===== src/rtl/multicycle_control.sv =====
// multicycle_control: FSM that sequences each RV32 instruction through
// FETCH, DECODE, EXEC, MEM and WB for a shared-memory multi-cycle datapath.
// Memory accesses wait on mem_ready_i, with a bounded timeout into a sticky ERR.
// Optional: define MULTICYCLE_ILLEGAL_TRAP_EN to send unrecognised opcodes
// to ERR. Without it they are retired as bubbles.
module multicycle_control #(
  parameter int OP_W        = 7,
  parameter int ALUOP_W     = 2,
  parameter int MEM_TIMEOUT = 15
) (
  input  logic               clk_i,
  input  logic               rst_i,
  input  logic               start_i,
  input  logic [OP_W-1:0]    Op_i,
  input  logic               No_op_i,
  input  logic               mem_ready_i,
  input  logic               branch_taken_i,
  output logic [ALUOP_W-1:0] ALUOp_o,
  output logic               ALUSrc_o,
  output logic               RegWrite_o,
  output logic               MemRead_o,
  output logic               MemWrite_o,
  output logic               MemToReg_o,
  output logic               Branch_o,
  output logic               PCWrite_o,
  output logic               IRWrite_o,
  output logic               IorD_o,
  output logic [2:0]         state_o,
  output logic               err_o
);

  localparam int CNT_W = $clog2(MEM_TIMEOUT + 1);

  localparam logic [OP_W-1:0] OPC_R      = OP_W'(7'b0110011);
  localparam logic [OP_W-1:0] OPC_I      = OP_W'(7'b0010011);
  localparam logic [OP_W-1:0] OPC_LOAD   = OP_W'(7'b0000011);
  localparam logic [OP_W-1:0] OPC_STORE  = OP_W'(7'b0100011);
  localparam logic [OP_W-1:0] OPC_BRANCH = OP_W'(7'b1100011);

  typedef enum logic [2:0] {
    ST_IDLE   = 3'd0,
    ST_FETCH  = 3'd1,
    ST_DECODE = 3'd2,
    ST_EXEC   = 3'd3,
    ST_MEM    = 3'd4,
    ST_WB     = 3'd5,
    ST_ERR    = 3'd6
  } state_e;

  state_e            state_q, state_d;
  logic [OP_W-1:0]   op_q, op_d;
  logic [CNT_W-1:0]  cnt_q, cnt_d;

  logic [ALUOP_W-1:0] alu_op_dec;
  logic               alu_src_dec;
  logic               is_load_q, is_store_q;
  logic               op_in_legal;
  logic               cnt_hit;
  state_e             end_state;

  assign is_load_q   = (op_q == OPC_LOAD);
  assign is_store_q  = (op_q == OPC_STORE);
  assign op_in_legal = (Op_i == OPC_R) || (Op_i == OPC_I) || (Op_i == OPC_LOAD) ||
                       (Op_i == OPC_STORE) || (Op_i == OPC_BRANCH);
  assign cnt_hit     = (cnt_q == CNT_W'(MEM_TIMEOUT));
  // At the end of an instruction start_i decides whether to keep running.
  assign end_state   = start_i ? ST_FETCH : ST_IDLE;
  assign state_o     = state_q;

  // State, captured opcode and wait counter registers.
  always_ff @(posedge clk_i or negedge rst_i) begin
    if (!rst_i) begin
      state_q <= ST_IDLE;
      op_q    <= '0;
      cnt_q   <= '0;
    end else begin
      state_q <= state_d;
      op_q    <= op_d;
      cnt_q   <= cnt_d;
    end
  end

  // ALU control decoded from the captured opcode; held through MEM and WB.
  always_comb begin
    alu_op_dec  = '0;
    alu_src_dec = 1'b0;
    case (op_q)
      OPC_I, OPC_LOAD: begin alu_op_dec = ALUOP_W'(2'b01); alu_src_dec = 1'b1; end
      OPC_STORE:       begin alu_op_dec = ALUOP_W'(2'b10); alu_src_dec = 1'b1; end
      OPC_BRANCH:      begin alu_op_dec = ALUOP_W'(2'b11); alu_src_dec = 1'b0; end
      default:         begin alu_op_dec = '0;              alu_src_dec = 1'b0; end
    endcase
  end

  // Next-state, opcode capture, wait counter and per-state control outputs.
  always_comb begin
    state_d    = state_q;
    op_d       = op_q;
    cnt_d      = '0;
    ALUOp_o    = '0;
    ALUSrc_o   = 1'b0;
    RegWrite_o = 1'b0;
    MemRead_o  = 1'b0;
    MemWrite_o = 1'b0;
    MemToReg_o = 1'b0;
    Branch_o   = 1'b0;
    PCWrite_o  = 1'b0;
    IRWrite_o  = 1'b0;
    IorD_o     = 1'b0;
    err_o      = 1'b0;
    case (state_q)
      ST_IDLE: begin
        if (start_i) state_d = ST_FETCH;
      end
      ST_FETCH: begin
        MemRead_o = 1'b1;
        if (mem_ready_i) begin
          IRWrite_o = 1'b1;
          PCWrite_o = 1'b1;
          state_d   = ST_DECODE;
        end else if (cnt_hit) begin
          state_d = ST_ERR;
        end else begin
          cnt_d = cnt_q + CNT_W'(1);
        end
      end
      ST_DECODE: begin
        op_d = Op_i;
        if (No_op_i) begin
          op_d    = '0;
          state_d = end_state;
        end else if (op_in_legal) begin
          state_d = ST_EXEC;
        end else begin
`ifdef MULTICYCLE_ILLEGAL_TRAP_EN
          state_d = ST_ERR;
`else
          op_d    = '0;
          state_d = end_state;
`endif
        end
      end
      ST_EXEC: begin
        ALUOp_o  = alu_op_dec;
        ALUSrc_o = alu_src_dec;
        case (op_q)
          OPC_R, OPC_I:       state_d = ST_WB;
          OPC_LOAD, OPC_STORE: state_d = ST_MEM;
          OPC_BRANCH: begin
            Branch_o  = 1'b1;
            PCWrite_o = branch_taken_i;
            state_d   = end_state;
          end
          default:            state_d = end_state;
        endcase
      end
      ST_MEM: begin
        ALUOp_o    = alu_op_dec;
        ALUSrc_o   = alu_src_dec;
        IorD_o     = 1'b1;
        MemRead_o  = is_load_q;
        MemWrite_o = is_store_q;
        if (mem_ready_i) begin
          state_d = is_load_q ? ST_WB : end_state;
        end else if (cnt_hit) begin
          state_d = ST_ERR;
        end else begin
          cnt_d = cnt_q + CNT_W'(1);
        end
      end
      ST_WB: begin
        ALUOp_o    = alu_op_dec;
        ALUSrc_o   = alu_src_dec;
        RegWrite_o = 1'b1;
        MemToReg_o = is_load_q;
        state_d    = end_state;
      end
      ST_ERR: begin
        err_o = 1'b1;
      end
      default: begin
        state_d = ST_ERR;
      end
    endcase
  end

endmodule

===== config.mk =====
export PLATFORM = sky130hd
export DESIGN_NAME = multicycle_control
export DESIGN_NICKNAME = d
export VERILOG_FILES = /design/src/rtl/multicycle_control.sv
export SDC_FILE = /design/constraint.sdc
export NUM_CORES = 1
export LEC_CHECK = 0
export ABC_CLOCK_PERIOD_IN_PS = 1800
export BUFFER_PORTS_ARGS = -buffer_cell sky130_fd_sc_hd__buf_2
export CORE_UTILIZATION = 45
export CTS_BUF_LIST = sky130_fd_sc_hd__clkbuf_2 sky130_fd_sc_hd__clkbuf_4 sky130_fd_sc_hd__clkbuf_8
export CTS_CLUSTER_DIAMETER = 200
export DETAILED_ROUTE_END_ITERATION = 6
export PLACE_DENSITY = 0.77
export REMOVE_ABC_BUFFERS = 1
export SLEW_MARGIN = 20
export SYNTH_ARGS = -nofsm -noshare
export SYNTH_HDL_FRONTEND = slang
export SYNTH_SLANG_ARGS = --single-unit

===== constraint.sdc =====
create_clock -name clk_i -period 1.8 [get_ports clk_i]
set_input_delay 0.09 -clock clk_i [delete_from_list [all_inputs] [get_ports clk_i]]
set_output_delay 0.09 -clock clk_i [all_outputs]
set_load 0.02 [all_outputs]

==> run_results.csv <==
group,metric,value,unit
status,status,"finished, final reports clean",
global_routing,grt_max_degree,15,
power,leakage,0.0005527,uW
hold_path,hold_path.class,"in -> reg",
clock_tree,clockBufferDepth,2,
critical_path,cp-startpoint,"op_q[2]",
critical_path,cpMaxStageDelayCell,"dfrtp_1",
clock_tree,path_clk_slew,80,ps
clock_tree,root_buffer,"clkbuf_4",
critical_path,rrSetupSlack,310,ps
finish,synthToLayoutAreaGrowth,30.51,%
synthesis,yosys.area.top_type,"dfrtp_1",
hold_path,whs_path_depth,2,
synthesis,synth_edf_count,0,
timing,setup_tns,0,ps
clock_tree,htree_levels,1,
finish,final_common_cell,"buf_2",
finish,fin_cells,144,
floorplanning,design.core.area,0.001745,mm^2
synthesis,ys_warn_count,0,
clock_tree,clk_latency,280,ps
synthesis,ys_ff_latch,14,
floorplanning,std_cell_rows,15,
synthesis,synthCells,86,
placement,dp.cells,138,
placement,portBuffers,27,
floorplanning,die_width,45.23,um
timing,report.final.slew_viol_count,0,
power,ir_worst_vdd,0.4864,mV
timing,fin_crit,1743,ps
floorplanning,initial_core_util,48.17,%
critical_path,critical_path_arrival,1650,ps
placement,gp_congestion,0.7877,
critical_path,endpoint,"MemRead_o",
finish,mostFrequentLayoutCells,"buf_2, dfrtp_1, buf_4, nand2b_1, nor2_1",
global_routing,overflow,0,
timing,hold_ws,46.01,ps
floorplanning,die_area,0.002045,mm^2
critical_path,worstSetupPathDepth,5,
global_routing,track_usage,21.43,%
job,maxCapViolCount,0,
timing,setup_viol,0,
critical_path,critPathLaunchType,"register",
synthesis,ys_async_sr_fraction,100.0,%
timing,tightest_slew,351.4,ps
global_routing,grt_pass1_vias,719,
critical_path,worstSetupEndpointType,"output pin",
power,power_density,788.5,mW/mm^2
timing,fin_crit_sh,96.84,%
critical_path,r2r_cells,5,
clock_tree,cts_buffers,3,
synthesis,ys.flop_type,"dfrtp_1",
detailed_routing,drtIter0Drc,16,
timing,fin_skew,0.8252,ps
critical_path,regToRegEndpoint,"cnt_q[3]",
detailed_routing,dr.pass1.iters,4,
timing,max_slew_margin,76.50,%
placement,post-place-ws,217.7,ps
synthesis,syn_area,840.8,um^2
floorplanning,die_h,45.23,um
critical_path,r2r_start,"state_o[0]",
clock_tree,cts.sinks,14,
detailed_routing,vias_per_cell,5.632,
floorplanning,ios,28,
finish,utilization,62.87,%
detailed_routing,post_drt_wl_per_cell,13.95,um
critical_path,crit_type,"reg -> out",
synthesis,synth_cell_type_count,37,
timing,finalHoldViolCount,0,
timing,layout_setup_ws,56.97,ps
finish,drive_gt1_share,40.34,%
clock_tree,cts_tree,"built",
synthesis,yosysTopAreaCellShare,41.67,%
synthesis,avgSynthCellArea,9.777,um^2
critical_path,cp.buffers_inverters,1,
critical_path,crit_path_max_incr_delay,380,ps
synthesis,yosysSeqAreaShare,41.67,%
global_routing,grt_first_pass_wirelength,3.111,mm
finish,nNetsFinal,135,
placement,dp_hpwl,1.393,mm
detailed_routing,drt-total-wl,2.009,mm
critical_path,crit_family,"simple AND/OR/NAND/NOR gates",
synthesis,synthTopCellsByArea,"dfrtp_1, nand2b_1, nor2_1",
global_routing,antenna_found_initial,0,
critical_path,cp_cell_sequence,"nand4bb_4 > or3_4 > o21ai_1 > and2_1 > buf_4",
critical_path,worstPathRequired,1710,ps
timing,fmax,573.7,MHz
detailed_routing,drc,0,
critical_path,crit_path_max_fanout,2,
finish,antennaDiodeCount,0,
detailed_routing,ant_nets,0,
detailed_routing,vias,811,
-- registers in the layout, indices dropped and copies added, names as in the netlist --
register / count
op_q: 7
cnt_q: 4
state_o: 3
-- stage by stage --
step,power [uW],area [um^2]
2_1_floorplan,558.6,810.8
3_3_place_gp,670.2,1007
3_5_place_dp,679.3,1007
4_1_cts,866.8,1057
5_1_grt,918.3,1097
6_report,865.2,1097
-- power breakdown --
part / switching (uW) / leakage (uW) / internal, uW / total [uW]
clock network: 95.8 / 0.0000138 / 77.7 / 173
logic: 185 / 0.000349 / 134 / 319
registers: 29.4 / 0.000190 / 343 / 373
-- per-layer routing --
metal | GRT usage (%) | part of all wire, % | up-vias
met3 | 1.200 | 2.1 | 5
met4 | 15.15 | 2.1 | 0
met1 | 29.23 | 46 | 409
met2 | 32.46 | 50 | 15
met5 | 0 | 0 | -
li1 | - | - | 382
-- cell families (layout without fill, tap and decap cells) --
| kind of cell | count (synthesis) | in the layout | synth area share [%] |
|---|---|---|---|
| and+or+nand+nor | 42 | 42 | 29.32 |
| AOI/OAI and AO/OA | 20 | 20 | 19.35 |
| DFF | 14 | 14 | 41.67 |
| buffers and inverters | 6 | 39 | 4.762 |
| xor gates and xnor gates | 2 | 2 | 2.084 |
| adders and majority gates | 1 | 1 | 1.488 |
| muxes | 1 | 1 | 1.339 |
-- worst min path at each step --
stage,slack (ps),from,endpoint
finish,50,Op_i[4],op_q[4]
global placement,-1,rst_i,op_q[5]
CTS,30,Op_i[4],op_q[4]
global route,40,Op_i[4],op_q[4]
detailed placement,0.9,rst_i,op_q[4]
floorplan,-210,rst_i,cnt_q[0]
-- layout make-up --
cell class | instances | area (um^2)
inverters | 2 | 10.01
multi-input cells | 66 | 486.7
repair buffers | 34 | 195.2
flip-flops and latches | 14 | 351.6
well taps | 25 | 31.28
clock buffers | 3 | 22.52
fillers | 163 | 648.1
-- timing repair --
action,in CTS,in global routing
resized for setup,2,8
pin swaps,0,0
cloned,0,0
buffers inserted,2,0
hold endpoints to repair,14,0
endpoints found under the setup margin,1,6
hold buffers,1,0
-- cell usage after synthesis (2+ instances only) --
| cell type | count |
|---|---|
| nor3b_1 | 3 |
| nor2_1 | 7 |
| and3_1 | 2 |
| clkbuf_1 | 2 |
| nand2_1 | 3 |
| a21oi_1 | 3 |
| nand3_1 | 3 |
| buf_6 | 2 |
| nand4b_1 | 2 |
| or3_1 | 2 |
| a22o_1 | 3 |
| a31oi_1 | 2 |
| nor3_1 | 4 |
| nand2b_1 | 6 |
| a21o_1 | 3 |
| and2_1 | 4 |
| a211o_1 | 2 |
| dfrtp_1 | 14 |
Power figures use the tool's default switching activity.
